<file path="src/rtl/stove_input_conditioner.sv">
// Multi-channel button conditioner: per channel a 2-FF synchroniser, a
// stability filter and a hold/auto-repeat FSM producing one-cycle key events.
module stove_input_conditioner #(
  parameter int CHANNELS      = 4,
  parameter int TIME_TO_WAIT  = 500000,
  parameter int HOLD_CYCLES   = 50000000,
  parameter int REPEAT_CYCLES = 10000000,
  parameter int ACTIVE_LOW    = 0
) (
  input  logic                clk,
  input  logic                async_nreset,
  input  logic [CHANNELS-1:0] signal_in,
  output logic [CHANNELS-1:0] level_out,
  output logic [CHANNELS-1:0] press_pulse,
  output logic [CHANNELS-1:0] release_pulse,
  output logic [CHANNELS-1:0] hold_pulse
);

  localparam int CW   = $clog2(TIME_TO_WAIT + 1);
  localparam int HMAX = (HOLD_CYCLES > REPEAT_CYCLES) ? HOLD_CYCLES : REPEAT_CYCLES;
  localparam int HW   = $clog2(HMAX + 1);

  localparam logic          INV      = (ACTIVE_LOW != 0);
  localparam logic [CW-1:0] CNT_LAST = CW'(TIME_TO_WAIT - 1);
  localparam logic [CW-1:0] CNT_ONE  = CW'(1);
  localparam logic [HW-1:0] HOLD_V   = HW'(HOLD_CYCLES);
  localparam logic [HW-1:0] REP_V    = HW'(REPEAT_CYCLES);
  localparam logic [HW-1:0] HCNT_ONE = HW'(1);

  typedef enum logic [1:0] {
    IDLE    = 2'd0,
    PRESSED = 2'd1,
    HELD    = 2'd2
  } hold_state_e;

  // Inverting ahead of the synchroniser keeps idle-high active-low pins at
  // "not pressed" straight out of reset, so no spurious press appears.
  logic [CHANNELS-1:0] pressed_raw;
  assign pressed_raw = signal_in ^ {CHANNELS{INV}};

  for (genvar c = 0; c < CHANNELS; c++) begin : g_ch
    logic          sync1_q;
    logic          sync2_q;
    logic          level_q;
    logic          level_d;
    logic [CW-1:0] cnt_q;
    logic [CW-1:0] cnt_d;
    logic          press_q;
    logic          release_q;
    logic          hold_q;
    logic [HW-1:0] hcnt_q;
    hold_state_e   state_q;
    logic          rise;
    logic          fall;

    // Any cycle where the synchronised input agrees with the level restarts
    // the count, so only an uninterrupted run of TIME_TO_WAIT cycles flips it.
    always_comb begin
      level_d = level_q;
      cnt_d   = '0;
      if (sync2_q != level_q) begin
        if (cnt_q == CNT_LAST) begin
          level_d = sync2_q;
        end else begin
          cnt_d = cnt_q + CNT_ONE;
        end
      end
    end

    assign rise = level_d & ~level_q;
    assign fall = ~level_d & level_q;

    // ---- synchroniser, filter and edge pulses
    always_ff @(posedge clk or negedge async_nreset) begin
      if (!async_nreset) begin
        sync1_q   <= 1'b0;
        sync2_q   <= 1'b0;
        level_q   <= 1'b0;
        cnt_q     <= '0;
        press_q   <= 1'b0;
        release_q <= 1'b0;
      end else begin
        sync1_q   <= pressed_raw[c];
        sync2_q   <= sync1_q;
        level_q   <= level_d;
        cnt_q     <= cnt_d;
        press_q   <= rise;
        release_q <= fall;
      end
    end

    // ---- hold / auto-repeat FSM; a release always wins over a due hold pulse
    always_ff @(posedge clk or negedge async_nreset) begin
      if (!async_nreset) begin
        state_q <= IDLE;
        hcnt_q  <= '0;
        hold_q  <= 1'b0;
      end else begin
        hold_q <= 1'b0;
        if (fall) begin
          state_q <= IDLE;
          hcnt_q  <= '0;
        end else begin
          case (state_q)
            IDLE: begin
              hcnt_q <= '0;
              if (rise) begin
                state_q <= PRESSED;
                hcnt_q  <= HCNT_ONE;
              end
            end
            PRESSED: begin
              if (hcnt_q == HOLD_V) begin
                hold_q  <= 1'b1;
                state_q <= HELD;
                hcnt_q  <= HCNT_ONE;
              end else begin
                hcnt_q <= hcnt_q + HCNT_ONE;
              end
            end
            HELD: begin
              // With repeat disabled the counter stays frozen until release.
              if (REPEAT_CYCLES != 0) begin
                if (hcnt_q == REP_V) begin
                  hold_q <= 1'b1;
                  hcnt_q <= HCNT_ONE;
                end else begin
                  hcnt_q <= hcnt_q + HCNT_ONE;
                end
              end
            end
            default: begin
              state_q <= IDLE;
              hcnt_q  <= '0;
            end
          endcase
        end
      end
    end

    assign level_out[c]     = level_q;
    assign press_pulse[c]   = press_q;
    assign release_pulse[c] = release_q;
    assign hold_pulse[c]    = hold_q;
  end

endmodule

</file>
<file path="config.mk">
export PLATFORM = sky130hd
export DESIGN_NAME = stove_input_conditioner
export DESIGN_NICKNAME = d
export VERILOG_FILES = /design/src/rtl/stove_input_conditioner.sv
export SDC_FILE = /design/constraint.sdc
export NUM_CORES = 1
export LEC_CHECK = 0
export BUFFER_PORTS_ARGS = -buffer_cell sky130_fd_sc_hd__buf_4
export CAP_MARGIN = 10
export CORE_AREA = 2 2 121 170
export CTS_CLUSTER_DIAMETER = 60
export CTS_CLUSTER_SIZE = 24
export DETAILED_ROUTE_END_ITERATION = 7
export DIE_AREA = 0 0 123 172
export PLACE_DENSITY = 0.72
export SYNTH_ARGS = -nofsm -noshare
export SYNTH_HDL_FRONTEND = slang
export SYNTH_SLANG_ARGS = --single-unit
</file>
<file path="constraint.sdc">
create_clock -name clk -period 5.6 [get_ports clk]
set_clock_uncertainty 0.1 [all_clocks]
set_input_delay 0.56 -clock clk [delete_from_list [all_inputs] [get_ports clk]]
set_output_delay 0.56 -clock clk [all_outputs]
set_load 0.03 [all_outputs]
</file>
==> flow_metrics.env, run 1 <==
export IMPL_status="finished, violations left"
export IMPL_violations="negative hold slack"
export IMPL_overflow=0
export IMPL_drc=0
export IMPL_maxCapViolCount=0
export IMPL_dieWidth_um=123
export IMPL_clock_fmax_ghz=0.305
export IMPL_hp_class="in2async"
export IMPL_antenna_found_initial=0
export IMPL_yosysTopAreaCell="dfrtp_1"
export IMPL_routabilityCongestion=0.839
export IMPL_die_area_um2=21200
export IMPL_grt_pass1_vias=7779
export IMPL_grt_pass1_wl_um=35100
export IMPL_ys_top_cells_by_area="dfrtp_1, nor2_1, xnor2_1"
export IMPL_slew_viol_final=0
export IMPL_path_class="reg2reg"
export IMPL_start_kind="flip-flop"
export IMPL_crit_path_max_fanout=25
export IMPL_syn_inst=1170
export IMPL_clkSinkCount=212
export IMPL_syn_to_final_growth_pct=6.78
export IMPL_peakVddDrop_mv=0.251
export IMPL_crit_path_cell_trace="ha_1 > and4_1 > and4_1 > mux2i_1 > ha_1 > nor2_1 > and2_1 > a32oi_2 > nor2_1"
export IMPL_clk_pin_slew_ns=0.09
export IMPL_rsz0062_at_grt="no"
export IMPL_p_per_area_nw_per_um2=232
export IMPL_seq_area_frac_synth=0.476
export IMPL_placementRows=61
export IMPL_worst_pin_slew_ns=1.11
export IMPL_hold_buffers=0
export IMPL_cts_buffers=15
export IMPL_drtIter0Drc=385
export IMPL_cts_tree="done"
export IMPL_syn_area_per_cell_um2=9.53
export IMPL_async_flop_share=1.00
export IMPL_wl_met2_um=10500
export IMPL_slowest_stage="a32oi_2"
export IMPL_post_cts_setup_buffers=0
export IMPL_slew_headroom=0.261
export IMPL_cp_arrival_ns=3.49
export IMPL_post_cts_resized=0
export IMPL_drive_gt1_frac=0.0519
export IMPL_initial_core_util=0.566
export IMPL_synth_top_cell_area_share=0.476
export IMPL_synth_edf_count=0
export IMPL_port_buffers=21
export IMPL_dp_slack_ns=2.28
export IMPL_leakage_nw=4.80
export IMPL_hold_ws_ns=-0.0348
export IMPL_n_antenna_cell=0
export IMPL_drt_met1_wl_um=8600
export IMPL_drt_pass1_iter_count=4
export IMPL_cts_root_buf="clkbuf_16"
export IMPL_syn_nets=1222
export IMPL_vias_per_cell=5.54
export IMPL_clk_latency_ns=0.47
export IMPL_period_share=0.585
export IMPL_syn_area_um2=11100
export IMPL_fin_crit_ns=3.28
export IMPL_ys_warn_count=0
export IMPL_core_area_um2=19700
export IMPL_clockBufferDepth=3
export IMPL_wl_met3_um=455
export IMPL_ys_seq_elements=212
export IMPL_setup_ws_ns=2.32
export IMPL_ys_types=52
export IMPL_final_hold_viol_count=17
export IMPL_grt_start_max_net_pins=91
export IMPL_dp_hpwl_um=13800
export IMPL_wl_per_cell_um=14.0
export IMPL_end_kind="flip-flop"
export IMPL_fin_setup_tns_ns=0
export IMPL_die_h_um=172
export IMPL_nets=1219
export IMPL_io_pins=22
export IMPL_ctsHtreeMaxLevel=1
export IMPL_cpPeakStageDelay_ns=0.85
export IMPL_num_vias=7907
export IMPL_drtAntennaViolNets=0
export IMPL_worstPathRequired_ns=5.81
export IMPL_grt_use_total=0.197
export IMPL_top_layer_used="met4"
export IMPL_setup_viol=0
export IMPL_synth_ff_type="dfrtp_1"
export IMPL_wl_um=19900
final cells by class:
type                    instances  area, um2
well taps                     252        315
fillers                      1702       7790
multi-input cells             859       5380
flip-flops and latches        212       5310
clock inverters                 9        129
inverters                      55        206
clock buffers                  16        379
repair buffers                 24        185
sequential cells by signal, summed over array words and instances (netlist names):
signal / count
g_ch.hcnt_q: 104
g_ch.release_q: 4
g_ch.sync1_q: 4
g_ch.hold_q: 4
g_ch.cnt_q: 76
g_ch.state_q: 8
g_ch.level_q: 4
g_ch.sync2_q: 4
g_ch.press_q: 4
metrics by stage:
stage | area, um2 | util | total power, mW | cells
after global routing | 11900 | 0.604 | 2.87 | 1427
after global placement | 11400 | 0.578 | 1.64 | 1401
after detailed placement | 11400 | 0.578 | 1.64 | 1401
final | 11900 | 0.604 | 2.76 | 1427
after floorplan | 11100 | - | 1.60 | 1170
after CTS | 11900 | 0.604 | 2.81 | 1426
Yosys cell counts, types with 4 or more instances:
cell type and instances:
xnor2_1 89, nand2_1 75, xor2_1 79, and2_1 6
nor3_1 34, and3_1 22, nand4_1 50, ha_1 46
or4_1 7, buf_2 4, nand3_1 73, nor2_1 240
and3b_1 4, inv_1 55, nor4b_1 16, nor4bb_1 6
o21ai_0 13, or2_2 8, buf_4 18, dfrtp_1 212
o21a_1 4, and4_1 14, nor4_1 19, a21oi_1 7
nor2b_1 8, clkbuf_1 19
path summary, 6_finish.rpt:
check | startpoint | to | slack (ns) | cells past startpoint
setup / recovery | g_ch[3].cnt_q[0]$_DFF_PN0_ | g_ch[3].hcnt_q[20]$_DFF_PN0_ | 2.32 | 9
setup reg to reg | g_ch[3].cnt_q[0]$_DFF_PN0_ | g_ch[3].hcnt_q[20]$_DFF_PN0_ | 2.32 | 9
min in group clk | signal_in[2] | g_ch[2].sync1_q$_DFF_PN0_ | 0.08 | 1
hold / removal | async_nreset | g_ch[1].hcnt_q[23]$_DFF_PN0_ | -0.03 | 1
max in group asynchronous | async_nreset | g_ch[3].hcnt_q[5]$_DFF_PN0_ | 4.17 | 2
hold reg to reg | g_ch[0].sync1_q$_DFF_PN0_ | g_ch[0].sync2_q$_DFF_PN0_ | 0.24 | 0
worst max-delay path: cells and delay by family (launching register included):
family	cells	cell delay, ns
AOI/OAI and AO/OA	1	0.85
adders and majority gates	2	0.53
and+or+nand+nor	5	0.93
DFF	1	0.39
muxes	1	0.30
power breakdown:
group          switching, mW  internal (mW)
registers            0.00879           1.54
clock network          0.548          0.604
logic                 0.0437         0.0121
total                  0.601           2.16
layer usage:
layer	global-route usage	up-vias
li1	-	3926
met1	0.240	3871
met2	0.369	84
met3	0.0204	26
met4	0.0479	0
met5	0	-
logic make-up after synthesis:
kind of cell | count (synthesis) | synth area share
and+or+nand+nor | 598 | 0.267
DFF | 212 | 0.476
xor gates and xnor gates | 168 | 0.132
buffers and inverters | 99 | 0.0412
adders and majority gates | 46 | 0.0516
AOI/OAI and AO/OA | 44 | 0.0293
muxes | 3 | 0.00269
cell usage in the layout, fill, tap and decap left out, types with 13 or more instances in the layout:
cell type / Yosys / routed
and3_1: 22 / 22
and4_1: 14 / 14
buf_4: 18 / 22
clkbuf_16: 0 / 15
dfrtp_1: 212 / 212
ha_1: 46 / 46
inv_1: 55 / 55
nand2_1: 75 / 75
nand3_1: 73 / 73
nand4_1: 50 / 50
nor2_1: 240 / 240
nor3_1: 34 / 34
nor4_1: 19 / 19
nor4b_1: 16 / 16
o21ai_0: 13 / 13
xnor2_1: 89 / 89
xor2_1: 79 / 79
Power figures use the tool's default switching activity.
==> inputs of run 2 (changes only) <==
- clock period: 5.6 -> 3.2 ns (I/O delays scaled with it)
==> flow_metrics.env, run 2 (synthesis results as in run 1) <==
export IMPL_reg2reg_slack_ns=0.26
export IMPL_grt_start_max_net_pins=92
export IMPL_ff_latch_area_um2=5310
export IMPL_wl_per_cell_um=14.3
export IMPL_min_path_cells=0
export IMPL_drive_gt1_frac=0.0598
export IMPL_cp_buffers_inverters=1
export IMPL_crit_path_cell_trace="ha_1 > nand4_1 > nor3_1 > mux2i_1 > inv_1 > ha_1 > and2_1 > or2_2 > nor3b_1 > o21ai_0 > o311ai_0"
export IMPL_reg_largest_list="g_ch.hcnt_q (104), g_ch.cnt_q (76), g_ch.state_q (8)"
export IMPL_ctsHtreeMaxLevel=1
export IMPL_worstHoldStart="g_ch[0].sync1_q$_DFF_PN0_"
export IMPL_antenna_found_initial=0
export IMPL_cpMostUsedCell="ha_1"
export IMPL_grt_pass1_wl_um=35900
export IMPL_hp_class="reg2reg"
export IMPL_crit_path_max_fanout=4
export IMPL_final_hold_viol_count=0
export IMPL_rsz0062_at_grt="no"
export IMPL_path_class="reg2reg"
export IMPL_final_cell_mix="nor2_1, dfrtp_1, xnor2_1, xor2_1, nand2_1"
export IMPL_cts_root_buf="clkbuf_16"
export IMPL_worst_hold_path_endpoint="g_ch[0].sync2_q$_DFF_PN0_"
export IMPL_multi_input_area_um2=5390
export IMPL_worstRegToRegCells=11
export IMPL_post_place_cells=1411
export IMPL_slowest_stage="dfrtp_1"
export IMPL_initial_core_util=0.566
export IMPL_r2r_start="g_ch[0].cnt_q[0]$_DFF_PN0_"
export IMPL_final_common_cell="nor2_1"
export IMPL_grt_pass1_vias=8135
export IMPL_num_vias=8034
export IMPL_switchingPower_mw=1.09
export IMPL_cp_arrival_ns=3.22
export IMPL_die_area_um2=21200
export IMPL_pwr_share_comb=0.023
export IMPL_power_mw=4.82
export IMPL_cts_tree="done"
export IMPL_dp_slack_ns=0.247
export IMPL_p_seq_frac=0.562
export IMPL_io_pins=22
export IMPL_fillers=1673
export IMPL_clkSinkCount=212
export IMPL_syn_to_final_growth_pct=8.05
export IMPL_clk_latency_ns=0.48
export IMPL_status="finished clean"
export IMPL_setup_ws_ns=0.256
export IMPL_vias_per_cell=5.58
export IMPL_reg2reg_to="g_ch[0].state_q[0]$_DFFE_PN0P_"
export IMPL_placementRows=61
export IMPL_port_buffers=21
export IMPL_peakVddDrop_mv=0.467
export IMPL_critPathTopFamily="simple AND/OR/NAND/NOR gates"
export IMPL_cts_buffers=15
export IMPL_fin_crit_ns=2.94
export IMPL_period_share=0.920
export IMPL_final_cells=1440
export IMPL_drtIter0Drc=389
export IMPL_overflow=0
export IMPL_die_h_um=172
export IMPL_dieWidth_um=123
export IMPL_end_kind="flip-flop"
export IMPL_core_area_um2=19700
export IMPL_fin_util=0.612
export IMPL_largest_reg_flops=104
export IMPL_routabilityCongestion=0.844
export IMPL_p_per_area_nw_per_um2=401
export IMPL_worstPathRequired_ns=3.47
export IMPL_clk_pin_slew_ns=0.09
export IMPL_clockBufferDepth=3
export IMPL_p_int_mw=3.73
export IMPL_cpPeakStageDelay_ns=0.40
export IMPL_maxCapViolCount=0
export IMPL_top_register="g_ch.hcnt_q"
export IMPL_drt_pass1_iter_count=4
export IMPL_drtAntennaViolNets=0
export IMPL_setup_viol=0
export IMPL_grt_use_total=0.202
export IMPL_fin_setup_tns_ns=0
export IMPL_slew_viol_final=0
export IMPL_clock_fmax_ghz=0.340
export IMPL_wl_um=20500
export IMPL_leakage_nw=4.88
export IMPL_p_sw_frac=0.226
export IMPL_drc=0
export IMPL_n_antenna_cell=0
export IMPL_nets=1233
export IMPL_dp_hpwl_um=14200
export IMPL_start_kind="flip-flop"
export IMPL_worst_pin_slew_ns=0.891
export IMPL_slew_headroom=0.401
export IMPL_clockPowerShare=0.416
==> run 2: cell type report <==
type	count	area share
multi-input combinational	859	0.447
sequential	212	0.441
clock buffer	16	0.0323
timing repair buffer	38	0.0264
tap	252	0.0262
inverter	55	0.0171
clock inverter	8	0.0101
==> run 2: metrics by stage <==
step | cell area, um2 | hold slack (ns)
floorplan | 11100 | -0.0756
global placement | 11500 | 0.236
detailed placement | 11500 | 0.236
CTS | 12000 | 0.236
global route | 12000 | 0.248
finish | 12000 | 0.239
==> run 2: how the worst max path moves through the flow <==
stage | slack [ns] | endpoint | depth (start not counted) | startpoint
4_1_cts | 0.24 | g_ch[0].state_q[0]$_DFFE_PN0P_ | 11 | g_ch[0].cnt_q[7]$_DFF_PN0_
6_report | 0.26 | g_ch[0].state_q[0]$_DFFE_PN0P_ | 11 | g_ch[0].cnt_q[0]$_DFF_PN0_
2_1_floorplan | 0.64 | g_ch[0].state_q[0]$_DFFE_PN0P_ | 11 | g_ch[0].cnt_q[7]$_DFF_PN0_
5_1_grt | 0.05 | g_ch[0].state_q[0]$_DFFE_PN0P_ | 11 | g_ch[0].cnt_q[0]$_DFF_PN0_
3_3_place_gp | 0.39 | g_ch[0].state_q[0]$_DFFE_PN0P_ | 11 | g_ch[0].cnt_q[7]$_DFF_PN0_
3_5_place_dp | 0.25 | g_ch[0].state_q[0]$_DFFE_PN0P_ | 11 | g_ch[0].cnt_q[7]$_DFF_PN0_
==> run 2: power by group through the flow <==
| stage | logic, mW | registers (mW) | clock network, mW |
|---|---|---|---|
| after floorplan | 0.0360 | 2.76 | 0 |
| after global placement | 0.108 | 2.76 | 0 |
| after detailed placement | 0.111 | 2.76 | 0 |
| after CTS | 0.117 | 2.71 | 2.06 |
| after global routing | 0.130 | 2.71 | 2.17 |
| final | 0.110 | 2.71 | 2.01 |
==> run 2: timing repair <==
item                                   4_1_cts  5_1_grt
setup endpoints to repair                    0        1
gates resized for setup                      0        1
hold buffers                                 5        0
buffers inserted                             0        0
endpoints found under the hold margin       90        0
==> run 2: metal layers <==
| metal | GRT usage | routed length [um] | up-vias | part of all wire |
|---|---|---|---|---|
| met2 | 0.375 | 10800 | 75 | 0.53 |
| met4 | 0.0677 | 418 | 0 | 0.020 |
| li1 | - | - | 3947 | - |
| met3 | 0.0214 | 477 | 34 | 0.023 |
| met1 | 0.242 | 8850 | 3978 | 0.43 |
| met5 | 0 | 0 | - | 0 |
==> inputs of run 3 (changes only) <==
- CTS_BUF_LIST: default -> sky130_fd_sc_hd__clkbuf_16
==> flow_metrics.env, run 3 (synthesis results as in run 1) <==
export IMPL_status="finished clean"
export IMPL_crit_path_cell_trace="ha_1 > nand4_1 > nor3_1 > mux2i_1 > inv_1 > ha_1 > and2_1 > or2_2 > nor3b_1 > o21ai_0 > o311ai_0"
export IMPL_drtAntennaViolNets=0
export IMPL_crit_path_max_fanout=4
export IMPL_worst_pin_slew_ns=0.891
export IMPL_fin_crit_ns=2.94
export IMPL_die_area_um2=21200
export IMPL_final_cell_mix="nor2_1, dfrtp_1, xnor2_1, xor2_1, nand2_1"
export IMPL_r2r_start="g_ch[0].cnt_q[0]$_DFF_PN0_"
export IMPL_drc=0
export IMPL_grt_start_max_net_pins=92
export IMPL_reg2reg_to="g_ch[0].state_q[0]$_DFFE_PN0P_"
export IMPL_worst_hold_path_endpoint="g_ch[0].sync2_q$_DFF_PN0_"
export IMPL_drt_pass1_iter_count=4
export IMPL_initial_core_util=0.566
export IMPL_clk_pin_slew_ns=0.09
export IMPL_maxCapViolCount=0
export IMPL_rsz0062_at_grt="no"
export IMPL_top_register="g_ch.hcnt_q"
export IMPL_antenna_found_initial=0
export IMPL_slowest_stage="dfrtp_1"
export IMPL_start_kind="flip-flop"
export IMPL_slew_headroom=0.401
export IMPL_p_per_area_nw_per_um2=399
export IMPL_nets=1233
export IMPL_clk_latency_ns=0.48
export IMPL_cts_tree="done"
export IMPL_reg_largest_list="g_ch.hcnt_q (104), g_ch.cnt_q (76), g_ch.state_q (8)"
export IMPL_drive_gt1_frac=0.0589
export IMPL_final_common_cell="nor2_1"
export IMPL_placementRows=61
export IMPL_clock_fmax_ghz=0.340
export IMPL_io_pins=22
export IMPL_end_kind="flip-flop"
export IMPL_routabilityCongestion=0.844
export IMPL_grt_pass1_vias=8131
export IMPL_wl_per_cell_um=14.2
export IMPL_post_cts_setup_buffers=0
export IMPL_cpPeakStageDelay_ns=0.40
export IMPL_port_buffers=21
export IMPL_fillers=1674
export IMPL_fin_util=0.611
export IMPL_grt_use_total=0.202
export IMPL_vias_per_cell=5.57
export IMPL_clkSinkCount=212
export IMPL_setup_viol=0
export IMPL_path_class="reg2reg"
export IMPL_worstRegToRegCells=11
export IMPL_syn_to_final_growth_pct=7.96
export IMPL_cpMostUsedCell="ha_1"
export IMPL_cts_root_buf="clkbuf_16"
export IMPL_largest_reg_flops=104
export IMPL_slew_viol_final=0
export IMPL_overflow=0
export IMPL_n_antenna_cell=0
export IMPL_ctsHtreeMaxLevel=1
export IMPL_reg2reg_slack_ns=0.26
export IMPL_hp_class="reg2reg"
export IMPL_die_h_um=172
export IMPL_wl_um=20500
export IMPL_clockBufferDepth=3
export IMPL_period_share=0.920
export IMPL_cts_buffers=15
export IMPL_dieWidth_um=123
export IMPL_leakage_nw=4.87
export IMPL_num_vias=8023
export IMPL_worstHoldStart="g_ch[0].sync1_q$_DFF_PN0_"
export IMPL_final_hold_viol_count=0
export IMPL_worstPathRequired_ns=3.47
export IMPL_dp_hpwl_um=14200
export IMPL_min_path_cells=0
export IMPL_cp_arrival_ns=3.22
export IMPL_grt_pass1_wl_um=35900
export IMPL_drtIter0Drc=392
export IMPL_fin_setup_tns_ns=0
export IMPL_peakVddDrop_mv=0.467
export IMPL_core_area_um2=19700
-- run 3: area by class of cell --
cell class                 count  area [um2]  area share
multi-input combinational    859        5390       0.448
sequential                   212        5310       0.441
clock buffer                  15         375      0.0312
timing repair buffer          38         318      0.0264
tap                          252         315      0.0262
inverter                      55         206      0.0172
clock inverter                 9         125      0.0104
-- run 3: where the power goes --
group | switching [mW] | internal (mW) | leakage [nW]
Combinational | 0.0800 | 0.0300 | 1.69
Clock | 0.994 | 0.986 | 0.242
Sequential | 0.0155 | 2.69 | 2.93
-- run 3: how the worst max path moves through the flow --
stage / startpoint / end / slack, ns / cells after the start
floorplan: g_ch[0].cnt_q[7]$_DFF_PN0_ / g_ch[0].state_q[0]$_DFFE_PN0P_ / 0.64 / 11
global placement: g_ch[0].cnt_q[7]$_DFF_PN0_ / g_ch[0].state_q[0]$_DFFE_PN0P_ / 0.39 / 11
detailed placement: g_ch[0].cnt_q[7]$_DFF_PN0_ / g_ch[0].state_q[0]$_DFFE_PN0P_ / 0.25 / 11
CTS: g_ch[0].cnt_q[7]$_DFF_PN0_ / g_ch[0].state_q[0]$_DFFE_PN0P_ / 0.24 / 11
global route: g_ch[0].cnt_q[0]$_DFF_PN0_ / g_ch[0].state_q[0]$_DFFE_PN0P_ / 0.05 / 11
finish: g_ch[0].cnt_q[0]$_DFF_PN0_ / g_ch[0].state_q[0]$_DFFE_PN0P_ / 0.26 / 11
-- run 3: timing repair --
action	CTS	global route
gates resized for setup	0	1
setup endpoints to repair	0	1
hold endpoints to repair	90	0
hold buffers	5	0
-- run 3: metal layers --
metal	vias up	track usage	wire (um)
met2	70	0.375	10800
li1	3948	-	-
met1	3971	0.242	8870
met4	0	0.0677	418
met3	34	0.0214	463
met5	-	0	0
-- run 3: per-stage QoR --
step                      cell area, um2  cells  hold slack, ns  power (mW)  setup slack (ns)
after CTS                          12000   1440           0.236        4.86             0.236
after floorplan                    11100   1170         -0.0756        2.80             0.637
after detailed placement           11500   1411           0.236        2.87             0.247
after global routing               12000   1440           0.248        4.99            0.0463
final                              12000   1440           0.239        4.80             0.257
after global placement             11500   1411           0.236        2.87             0.388
-- run 3: worst max-delay path, delay by kind of cell, from the launching register on --
family | cells | cell delay, ns
mux | 1 | 0.34
simple gates | 5 | 1.19
buf+inv | 1 | 0.10
compound gates | 2 | 0.20
fa+ha+maj | 2 | 0.51
flops | 1 | 0.40
